--- config.mk ---
export PLATFORM = sky130hd
export DESIGN_NAME = cpu_mem_ctrl
export DESIGN_NICKNAME = d
export VERILOG_FILES = /design/src/rtl/cpu_mem_pkg.sv /design/src/rtl/cpu_wbuf.sv /design/src/rtl/cpu_mem_ctrl.sv
export SDC_FILE = /design/constraint.sdc
export NUM_CORES = 1
export LEC_CHECK = 0
export CAP_MARGIN = 20
export CORE_ASPECT_RATIO = 0.9
export CORE_MARGIN = 3
export CORE_UTILIZATION = 30
export DETAILED_ROUTE_END_ITERATION = 6
export PLACE_DENSITY_LB_ADDON = 0.15
export SLEW_MARGIN = 15
export SYNTH_ARGS = -nofsm -noshare
export SYNTH_HDL_FRONTEND = slang
export SYNTH_SLANG_ARGS = --single-unit
--- constraint.sdc ---
create_clock -name clk -period 3.8 [get_ports clk]
set_input_delay 0.76 -clock clk [delete_from_list [all_inputs] [get_ports clk]]
set_output_delay 0.76 -clock clk [all_outputs]
set_load 0.05 [all_outputs]
--- src/rtl/cpu_mem_pkg.sv ---
// Shared types and constants for the CPU memory controller: FSM state
// encoding, write-buffer entry layout and the read-timeout fill pattern.
package cpu_mem_pkg;

    // Entry fields are sized for the widest supported ADDR_W/DATA_W.
    localparam int unsigned WBUF_ADDR_W = 32;
    localparam int unsigned WBUF_DATA_W = 32;

    localparam logic [31:0] RD_TIMEOUT_DATA = 32'hDEADBEEF;

    typedef enum logic [2:0] {
        IDLE,
        WR_REQ,
        RD_WAIT_WB,
        RD_REQ,
        RD_DATA,
        RESP
    } state_e;

    typedef struct packed {
        logic [WBUF_ADDR_W-1:0] addr;
        logic [WBUF_DATA_W-1:0] data;
    } wbuf_entry_t;

endpackage

--- src/rtl/cpu_wbuf.sv ---
// Posted-write FIFO. Pointers carry one extra wrap bit so full and empty
// are distinguishable without a separate occupancy counter.
module cpu_wbuf
    import cpu_mem_pkg::*;
#(
    parameter int unsigned DEPTH = 4
) (
    input  logic        clk,
    input  logic        rst_n,
    input  logic        push_i,
    input  logic        pop_i,
    input  wbuf_entry_t din_i,
    output logic        full_o,
    output logic        empty_o,
    output wbuf_entry_t head_o
);

    localparam int unsigned PTR_W = $clog2(DEPTH);

    logic [PTR_W:0] wr_ptr_q, wr_ptr_d;
    logic [PTR_W:0] rd_ptr_q, rd_ptr_d;
    wbuf_entry_t    mem_q [DEPTH];
    logic           do_push;
    logic           do_pop;

    assign empty_o = (wr_ptr_q == rd_ptr_q);
    assign full_o  = (wr_ptr_q[PTR_W] != rd_ptr_q[PTR_W]) &&
                     (wr_ptr_q[PTR_W-1:0] == rd_ptr_q[PTR_W-1:0]);
    assign head_o  = mem_q[rd_ptr_q[PTR_W-1:0]];

    // A pop in the same cycle frees the slot, so a push into a full buffer
    // is still accepted then.
    assign do_pop  = pop_i && !empty_o;
    assign do_push = push_i && (!full_o || do_pop);

    always_comb begin
        wr_ptr_d = wr_ptr_q;
        rd_ptr_d = rd_ptr_q;
        if (do_push) begin
            wr_ptr_d = wr_ptr_q + (PTR_W+1)'(1);
        end
        if (do_pop) begin
            rd_ptr_d = rd_ptr_q + (PTR_W+1)'(1);
        end
    end

    always_ff @(posedge clk or negedge rst_n) begin
        if (!rst_n) begin
            wr_ptr_q <= '0;
            rd_ptr_q <= '0;
        end else begin
            wr_ptr_q <= wr_ptr_d;
            rd_ptr_q <= rd_ptr_d;
        end
    end

    always_ff @(posedge clk) begin
        if (do_push) begin
            mem_q[wr_ptr_q[PTR_W-1:0]] <= din_i;
        end
    end

endmodule

--- src/rtl/cpu_mem_ctrl.sv ---
// CPU-to-bus memory controller with a posted write buffer; writes drain ahead
// of reads. Define MEM_RD_TIMEOUT_EN to add a read-response timeout.
module cpu_mem_ctrl
    import cpu_mem_pkg::*;
#(
    parameter int unsigned ADDR_W      = 32,
    parameter int unsigned DATA_W      = 32,
    parameter int unsigned WBUF_DEPTH  = 4,
    parameter int unsigned TIMEOUT_CYC = 255
) (
    input  logic              clk,
    input  logic              rst_n,
    input  logic              cpu_en,
    input  logic              cpu_wr_en,
    input  logic [ADDR_W-1:0] cpu_addr,
    input  logic [DATA_W-1:0] cpu_wdata,
    output logic [DATA_W-1:0] cpu_rdata,
    output logic              cpu_valid,
    output logic              bus_req,
    output logic              bus_we,
    output logic [ADDR_W-1:0] bus_addr,
    output logic [DATA_W-1:0] bus_wdata,
    input  logic              bus_gnt,
    input  logic              bus_rvalid,
    input  logic [DATA_W-1:0] bus_rdata,
    output logic              err
);

    state_e            state_q, state_d;
    logic [ADDR_W-1:0] rd_addr_q, rd_addr_d;
    logic [DATA_W-1:0] rdata_q, rdata_d;
    logic              err_q, err_d;
    logic              rd_pend_q, rd_pend_d;

    logic              wb_pop;
    logic              wb_full;
    logic              wb_empty;
    wbuf_entry_t       wb_din;
    wbuf_entry_t       wb_head;

`ifdef MEM_RD_TIMEOUT_EN
    localparam int unsigned TMO_W = $clog2(TIMEOUT_CYC + 1);
    logic [TMO_W-1:0] tmo_q, tmo_d;
`endif

    assign wb_din = '{addr: WBUF_ADDR_W'(cpu_addr), data: WBUF_DATA_W'(cpu_wdata)};

    cpu_wbuf #(
        .DEPTH (WBUF_DEPTH)
    ) u_wbuf (
        .clk     (clk),
        .rst_n   (rst_n),
        .push_i  (cpu_wr_en),
        .pop_i   (wb_pop),
        .din_i   (wb_din),
        .full_o  (wb_full),
        .empty_o (wb_empty),
        .head_o  (wb_head)
    );

    assign cpu_rdata = rdata_q;
    assign err       = err_q;

    always_comb begin
        state_d   = state_q;
        rd_addr_d = rd_addr_q;
        rdata_d   = rdata_q;
        rd_pend_d = rd_pend_q;
        err_d     = err_q | (cpu_wr_en && wb_full && !wb_pop);
        wb_pop    = 1'b0;
        bus_req   = 1'b0;
        bus_we    = 1'b0;
        bus_addr  = '0;
        bus_wdata = '0;
        cpu_valid = 1'b0;
`ifdef MEM_RD_TIMEOUT_EN
        tmo_d     = tmo_q;
`endif
        case (state_q)
            IDLE: begin
                if (!wb_empty) begin
                    state_d = WR_REQ;
                end else if (cpu_en) begin
                    rd_addr_d = cpu_addr;
                    rd_pend_d = 1'b1;
                    state_d   = RD_REQ;
                end
            end
            WR_REQ: begin
                bus_req   = 1'b1;
                bus_we    = 1'b1;
                bus_addr  = wb_head.addr[ADDR_W-1:0];
                bus_wdata = wb_head.data[DATA_W-1:0];
                if (bus_gnt) begin
                    wb_pop  = 1'b1;
                    state_d = rd_pend_q ? RD_WAIT_WB : IDLE;
                end
            end
            RD_WAIT_WB: begin
                state_d = wb_empty ? RD_REQ : WR_REQ;
            end
            RD_REQ: begin
                bus_req  = 1'b1;
                bus_addr = rd_addr_q;
                // An ungranted read yields to any newer write so it sees that data.
                if (bus_gnt) begin
                    rd_pend_d = 1'b0;
                    state_d   = RD_DATA;
`ifdef MEM_RD_TIMEOUT_EN
                    tmo_d     = '0;
`endif
                end else if (cpu_wr_en || !wb_empty) begin
                    state_d = RD_WAIT_WB;
                end
            end
            RD_DATA: begin
                if (bus_rvalid) begin
                    rdata_d = bus_rdata;
                    state_d = RESP;
                end
`ifdef MEM_RD_TIMEOUT_EN
                else if (tmo_q == TMO_W'(TIMEOUT_CYC - 1)) begin
                    rdata_d = DATA_W'(RD_TIMEOUT_DATA);
                    err_d   = 1'b1;
                    state_d = RESP;
                end else begin
                    tmo_d = tmo_q + TMO_W'(1);
                end
`endif
            end
            RESP: begin
                cpu_valid = 1'b1;
                state_d   = IDLE;
            end
            default: begin
                state_d = IDLE;
            end
        endcase
    end

    always_ff @(posedge clk or negedge rst_n) begin
        if (!rst_n) begin
            state_q   <= IDLE;
            rd_addr_q <= '0;
            rdata_q   <= '0;
            err_q     <= 1'b0;
            rd_pend_q <= 1'b0;
`ifdef MEM_RD_TIMEOUT_EN
            tmo_q     <= '0;
`endif
        end else begin
            state_q   <= state_d;
            rd_addr_q <= rd_addr_d;
            rdata_q   <= rdata_d;
            err_q     <= err_d;
            rd_pend_q <= rd_pend_d;
`ifdef MEM_RD_TIMEOUT_EN
            tmo_q     <= tmo_d;
`endif
        end
    end

endmodule
# ---- After elaboration in Yosys (flattened, before gate mapping)
# Memory sizes are Yosys's and may differ from the RTL's.
# Index checks and enable logic that the tools add are counted.
dict set report classes {
  n_bitwise 1
  reduce_logical 17
  addsub 2
  n_mul 0
  eq_ne 15
  mux 22
  div_mod_pow 0
  shift 0
  order_cmp 0
}
# operator count
set op_table {}
lappend op_table {{32-bit one-hot mux with 2 select lines} 1}
lappend op_table {{32-bit 2-to-1 mux} 1}
lappend op_table {{3-bit 2-to-1 mux} 6}
lappend op_table {{3-bit one-hot mux with 5 select lines} 1}
lappend op_table {{1-bit 2-to-1 mux} 10}
lappend op_table {{2-bit inequality test, second input constant} 4}
lappend op_table {{4-bit AND reduction} 2}
lappend op_table {{3-bit by 1-bit adder with 3-bit output, second input constant} 2}
lappend op_table {{3-bit by 2-bit equality test with 1-bit output, second input constant} 2}
lappend op_table {{3-bit equality test, second input constant} 2}
lappend op_table {{3-bit inequality test, second input constant} 2}
lappend op_table {{1-bit logical AND} 5}
lappend op_table {{2-bit 2-to-1 mux} 2}
lappend op_table {{3-bit by 1-bit equality test with 1-bit output, second input constant} 1}
lappend op_table {{3-bit equality test} 1}
lappend op_table {{1-bit zero test} 3}
lappend op_table {{3-bit zero test} 1}
lappend op_table {{3-bit AND reduction} 1}
lappend op_table {{2-bit equality test} 1}
lappend op_table {{1-bit logical OR} 2}
lappend op_table {{2-bit by 1-bit inequality test with 1-bit output, second input constant} 1}
lappend op_table {{1-bit one-hot mux with 2 select lines} 1}
lappend op_table {{2-bit AND reduction} 1}
lappend op_table {{2-bit nonzero test} 1}
lappend op_table {{3 further kinds} 3}
dict set report word_totals {
  latch_bits 0
  elab_cells 65
  inputBits 102
  reg_bits 75
  mem_bits_ro 0
  output_inout_bits 100
  ramBits 256
  memories 1
}
# memory depth width rd rd_clocked_by_memory_dff wr line
set memory_table {}
lappend memory_table {u_wbuf.mem_q 4 64 1 0 1 cpu_wbuf.sv:22} ;# wbuf_entry_t mem_q [DEPTH];

# ---- Longest topological paths before layout
dict set report logic_depth {
  depth_word 7
  mapped_depth 7
  mapped_depth_nobuf 4
}

# ---- Hierarchy
# A second synthesis with hierarchy kept.
dict set report unflattened {
  cells_unflattened 657
  area_unflattened_um2 13065.0
}
# mod cells_per_inst seq_area_each_um2 instances area_per_inst_um2
set by_module_without_submodules {}
lappend by_module_without_submodules {cpu_wbuf 381 7837.5 1 9651.8}
lappend by_module_without_submodules {cpu_mem_ctrl 276 1726.7 1 3413.3}

# ---- Worst setup path after synthesis
# Ideal clock, no wire load.
dict set report synth_path {
  path_type {in2reg}
  start {input bus_gnt}
  end {memory u_wbuf.mem_q[3][0] (netlist name) (enable)}
  slack_ps 500
  stages 3
  t_arrival_ps 2869
  n_path_buf 0
  setup_time_ps 430
  required_ps 3370
  cell_sequence {nand4bb_1 a41oi_1 and2_1}
}
dict set report synth_via {
  elab_chain_cells 7
}
# element line
set synth_lines {}
lappend synth_lines {{from (decl)} cpu_mem_ctrl.sv:23} ;# input logic bus_gnt,
lappend synth_lines {{1-bit 2-to-1 mux} cpu_mem_ctrl.sv:94} ;# if (bus_gnt) begin
lappend synth_lines {{1-bit 2-to-1 mux} cpu_mem_ctrl.sv:79} ;# case (state_q)
lappend synth_lines {{1-bit logical AND} cpu_wbuf.sv:33} ;# assign do_pop = pop_i && !empty_o;
lappend synth_lines {{1-bit logical OR} cpu_wbuf.sv:34} ;# assign do_push = push_i && (!full_o || do_pop);
lappend synth_lines {{1-bit logical AND} cpu_wbuf.sv:34}
lappend synth_lines {{1-bit 2-to-1 mux} cpu_wbuf.sv:58} ;# if (do_push) begin
lappend synth_lines {{1-bit 2-to-1 mux (not written as such)} cpu_wbuf.sv:59} ;# mem_q[wr_ptr_q[PTR_W-1:0]] <= din_i;
lappend synth_lines {{to (decl)} cpu_wbuf.sv:22}
# Every way passes these cells.

# ---- Worst setup path in the final report
dict set report layout_path {
  start {register u_wbuf.rd_ptr_q[0]}
  end {output bus_addr[12]}
}
dict set report layout_via {
  elab_chain_cells 2
}
# element line
set layout_lines {}
lappend layout_lines {{from (decl)} cpu_wbuf.sv:21} ;# logic [PTR_W:0] rd_ptr_q, rd_ptr_d;
lappend layout_lines {{from (signal assigned)} cpu_wbuf.sv:53} ;# rd_ptr_q <= rd_ptr_d;
lappend layout_lines {{memory read 4 x 64 bit} -}
lappend layout_lines {{32-bit one-hot mux with 2 select lines} cpu_mem_ctrl.sv:79}
lappend layout_lines {{to (decl)} cpu_mem_ctrl.sv:21} ;# output logic [ADDR_W-1:0] bus_addr,
# Every way passes these cells.

==> metrics.txt <==
# TYPE chip_impl_metric gauge
chip_impl_metric{name="detail_route.wirelength",unit="µm"} 30400
chip_impl_metric{name="cts_sinks",unit=""} 331
chip_impl_metric{name="post-synth-top-area-fraction",unit=""} 0.588
chip_impl_metric{name="worst_ir_drop_vdd",unit="V"} 0.000455
chip_impl_info{name="status",value="complete, no violations"} 1
chip_impl_metric{name="dp.final_hpwl",unit="µm"} 18300
chip_impl_metric{name="worst-slew-pin-transition",unit="ns"} 0.573
chip_impl_info{name="synth.top_cells.by_area",value="sky130_fd_sc_hd__edfxtp_1 (59%), sky130_fd_sc_hd__dfrtp_1 (14%), sky130_fd_sc_hd__mux4_2 (11%)"} 1
chip_impl_metric{name="finalInstanceArea",unit="mm²"} 0.0174
chip_impl_metric{name="layout-drive-gt1-share",unit=""} 0.256
chip_impl_metric{name="number_of_nets_produced_by_synthesis",unit=""} 755
chip_impl_metric{name="num-fill-cells",unit=""} 3822
chip_impl_metric{name="area_delta_synth_final",unit="%"} 32.7
chip_impl_metric{name="finClkSkew",unit="ns"} 0.0173
chip_impl_metric{name="leak_pwr",unit="nW"} 6.21
chip_impl_metric{name="core",unit="mm²"} 0.0424
chip_impl_metric{name="postSynth.asyncResetShare",unit=""} 0.227
chip_impl_info{name="grt_setup_unrepaired",value="false"} 1
chip_impl_metric{name="max_freq",unit="MHz"} 281
chip_impl_metric{name="powerDensity",unit="mW/mm²"} 937
chip_impl_metric{name="via_count",unit=""} 6721
chip_impl_metric{name="worst_setup_hold_path_clk_slew",unit="ns"} 0.06
chip_impl_metric{name="drt_drc_violations_left",unit=""} 0
chip_impl_metric{name="ios",unit=""} 202
chip_impl_info{name="worstSetupStartpointType",value="flop"} 1
chip_impl_metric{name="seq_area_frac_synth",unit=""} 0.731
chip_impl_metric{name="grt.overflow.total",unit=""} 0
chip_impl_metric{name="cts_post_setup_buffers_inserted",unit=""} 0
chip_impl_metric{name="final_max_slew_viol_count",unit=""} 0
chip_impl_info{name="synth_top_flop_cell",value="sky130_fd_sc_hd__edfxtp_1"} 1
chip_impl_metric{name="starting_utilization_of_the_core_area",unit=""} 0.309
chip_impl_metric{name="pre_cts_ws",unit="ns"} 0.791
chip_impl_metric{name="dieWidth",unit="µm"} 226
chip_impl_metric{name="cts_inserted_buffers",unit=""} 39
chip_impl_metric{name="worst_ep_arrival_time",unit="ns"} 2.80
chip_impl_metric{name="synth-seq-cells",unit=""} 331
chip_impl_metric{name="multi_input_comb_area",unit="mm²"} 0.00334
chip_impl_metric{name="worstSkewPairLatency",unit="ns"} 0.53
chip_impl_metric{name="crit_fanout",unit=""} 26
chip_impl_metric{name="fp.dieArea",unit="mm²"} 0.0461
chip_impl_metric{name="antenna_left",unit=""} 0
chip_impl_info{name="tritoncts",value="done"} 1
chip_impl_metric{name="fp-row-count",unit=""} 71
chip_impl_metric{name="global_route_wire_length_before_repair",unit="µm"} 45400
chip_impl_metric{name="timing.max_cap.violations",unit=""} 0
chip_impl_metric{name="cp_data_required_time",unit="ns"} 3.04
chip_impl_metric{name="setup_viol",unit=""} 0
chip_impl_metric{name="routed_via_density",unit=""} 4.61
chip_impl_metric{name="die-height",unit="µm"} 204
chip_impl_info{name="hp-class",value="primary input to async pin"} 1
chip_impl_metric{name="syn_inst",unit=""} 648
chip_impl_metric{name="drt-wirelength-per-cell",unit="µm"} 20.9
chip_impl_metric{name="setup_slack",unit="ns"} 0.239
chip_impl_metric{name="fin_hold_ws",unit="ns"} 0.159
chip_impl_metric{name="global_routing_usage_summed_across_all_routing_layers",unit=""} 0.131
chip_impl_metric{name="first_iter_violations",unit=""} 363
chip_impl_metric{name="place.gp.congestion",unit=""} 0.668
chip_impl_metric{name="ff_latch_area",unit="mm²"} 0.00957
chip_impl_info{name="crit_path_end_kind",value="primary output"} 1
chip_impl_metric{name="synth_enable_flop_cells",unit=""} 256
chip_impl_metric{name="min_period",unit="ns"} 3.56
chip_impl_metric{name="layout_worst_path_cycle_share",unit=""} 0.937
chip_impl_metric{name="drt-pass1-iter-count",unit=""} 4
chip_impl_info{name="critical_path_type",value="flop to primary output"} 1
chip_impl_metric{name="grt_start_max_net_pins",unit=""} 70
chip_impl_metric{name="timing.max_slew.rel_slack",unit=""} 0.617
chip_impl_metric{name="count_of_final_hold_check_violations",unit=""} 0
chip_impl_metric{name="final.setup.tns",unit="ns"} 0
chip_impl_metric{name="worstRegToRegCells",unit=""} 6
chip_impl_metric{name="netlist_area",unit="mm²"} 0.0131
chip_impl_metric{name="h-tree-depth",unit=""} 2
chip_impl_info{name="clock_root_buffer",value="sky130_fd_sc_hd__clkbuf_16"} 1
chip_impl_info{name="synth_area_leader_cell",value="sky130_fd_sc_hd__edfxtp_1"} 1
chip_impl_metric{name="gates_resized_cts_repair",unit=""} 0
chip_impl_metric{name="ys.warnings.count",unit=""} 0
chip_impl_metric{name="dpl_cell_area",unit="mm²"} 0.0159
chip_impl_metric{name="first_global_vias",unit=""} 7219
chip_impl_metric{name="fin_nets",unit=""} 986
chip_impl_metric{name="clk_path_buf_depth",unit=""} 3
chip_impl_metric{name="syn_area_per_cell",unit="µm²"} 20.2
chip_impl_metric{name="antenna_found_initial",unit=""} 2
chip_impl_metric{name="postLayoutCoreUtil",unit=""} 0.410
chip_impl_metric{name="ys_types",unit=""} 40
chip_impl_metric{name="place.port_buffers",unit=""} 201
chip_impl_metric{name="holdBufCountCts",unit=""} 0
[power breakdown]
group	total, W	switching [W]	internal [W]
combinational	0.00703	0.00424	0.00279
clock	0.00396	0.00147	0.00249
sequential	0.00527	0.000317	0.00495
[registers in the layout, summed over array words and instances, names as in the netlist]
signal,cells
u_wbuf.wr_ptr_q,3
cpu_rdata,32
rd_pend_q,1
rd_addr_q,32
state_q,3
u_wbuf.mem_q,256
u_wbuf.rd_ptr_q,3
err,1
[cells in the mapped netlist (3+ instances only)]
| cell type | instances |
|---|---|
| sky130_fd_sc_hd__mux4_2 | 64 |
| sky130_fd_sc_hd__dfrtp_1 | 75 |
| sky130_fd_sc_hd__buf_1 | 3 |
| sky130_fd_sc_hd__mux2_2 | 35 |
| sky130_fd_sc_hd__xor2_1 | 3 |
| sky130_fd_sc_hd__nand2_1 | 3 |
| sky130_fd_sc_hd__nand2b_1 | 3 |
| sky130_fd_sc_hd__o21ai_0 | 3 |
| sky130_fd_sc_hd__buf_6 | 3 |
| sky130_fd_sc_hd__mux2i_1 | 32 |
| sky130_fd_sc_hd__and2_1 | 36 |
| sky130_fd_sc_hd__inv_1 | 5 |
| sky130_fd_sc_hd__nor2_1 | 37 |
| sky130_fd_sc_hd__edfxtp_1 | 256 |
| sky130_fd_sc_hd__buf_2 | 14 |
| sky130_fd_sc_hd__mux2_4 | 29 |
| sky130_fd_sc_hd__clkbuf_1 | 15 |
| sky130_fd_sc_hd__ha_1 | 5 |
[layout by cell type (no fill, tap or decap), types with 4 or more instances in the layout]
master,count
sky130_fd_sc_hd__edfxtp_1,256
sky130_fd_sc_hd__clkdlybuf4s50_1,200
sky130_fd_sc_hd__dfrtp_1,72
sky130_fd_sc_hd__mux4_2,64
sky130_fd_sc_hd__clkbuf_16,40
sky130_fd_sc_hd__nor2_1,36
sky130_fd_sc_hd__mux2_2,35
sky130_fd_sc_hd__mux2i_1,32
sky130_fd_sc_hd__and2_1,32
sky130_fd_sc_hd__mux2_4,29
sky130_fd_sc_hd__buf_4,13
sky130_fd_sc_hd__buf_12,11
sky130_fd_sc_hd__clkinv_2,9
sky130_fd_sc_hd__bufinv_16,7
sky130_fd_sc_hd__inv_1,5
sky130_fd_sc_hd__ha_1,5
sky130_fd_sc_hd__and2_4,4
sky130_fd_sc_hd__clkbuf_8,4
[area by class of cell]
cell class / count / share of cell area
sequential: 331 / 0.552
inverter: 5 / 0.00108
clock buffer: 47 / 0.0615
multi-input combinational: 277 / 0.192
antenna: 1 / 0.000144
tap: 547 / 0.0394
timing repair buffer: 225 / 0.135
clock inverter: 25 / 0.0186
[cell families (layout without fill, tap and decap cells)]
logic type	count (synthesis)	count (layout)	synth area share
multiplexers	161	161	0.199
adder cells (fa/ha/maj)	5	5	0.00478
other	0	1	0
buffers and inverters	40	302	0.0145
XOR/XNOR	7	7	0.00584
flip-flops	331	331	0.731
AO/OA/AOI/OAI	15	15	0.00804
AND/OR/NAND/NOR	89	89	0.0365
[layer usage]
layer  track usage  routed length, µm
met5             0                  0
met4        0.0356                585
met1         0.185              14200
met3        0.0343               1990
met2         0.202              13700
[critical path, stage by stage, from the launching register on]
cell,delay [ns]
sky130_fd_sc_hd__dfrtp_4,0.52
sky130_fd_sc_hd__buf_12,0.19
sky130_fd_sc_hd__mux4_2,0.34
sky130_fd_sc_hd__mux2i_1,0.06
sky130_fd_sc_hd__nor2_1,0.27
sky130_fd_sc_hd__clkdlybuf4s50_1,0.87
[worst paths after layout]
path	slack, ns	start	to
setup / recovery	0.24	u_wbuf.rd_ptr_q[0]	bus_addr[12]
hold / removal	0.16	rst_n	cpu_rdata[28]
setup reg to reg	1.16	u_wbuf.rd_ptr_q[0]	rd_addr_q[8]
hold reg to reg	0.48	cpu_rdata[10]	cpu_rdata[10]
max in group asynchronous	3.02	rst_n	u_wbuf.rd_ptr_q[0]
min in group clk	0.48	cpu_rdata[10]	cpu_rdata[10]
[stage by stage]
step | cells | total power [W]
floorplan | 648 | 0.0100
global placement | 1384 | 0.0125
detailed placement | 1384 | 0.0125
CTS | 1456 | 0.0166
global route | 1457 | 0.0171
finish | 1458 | 0.0163
Note: power is estimated with default switching activity, not from simulation.
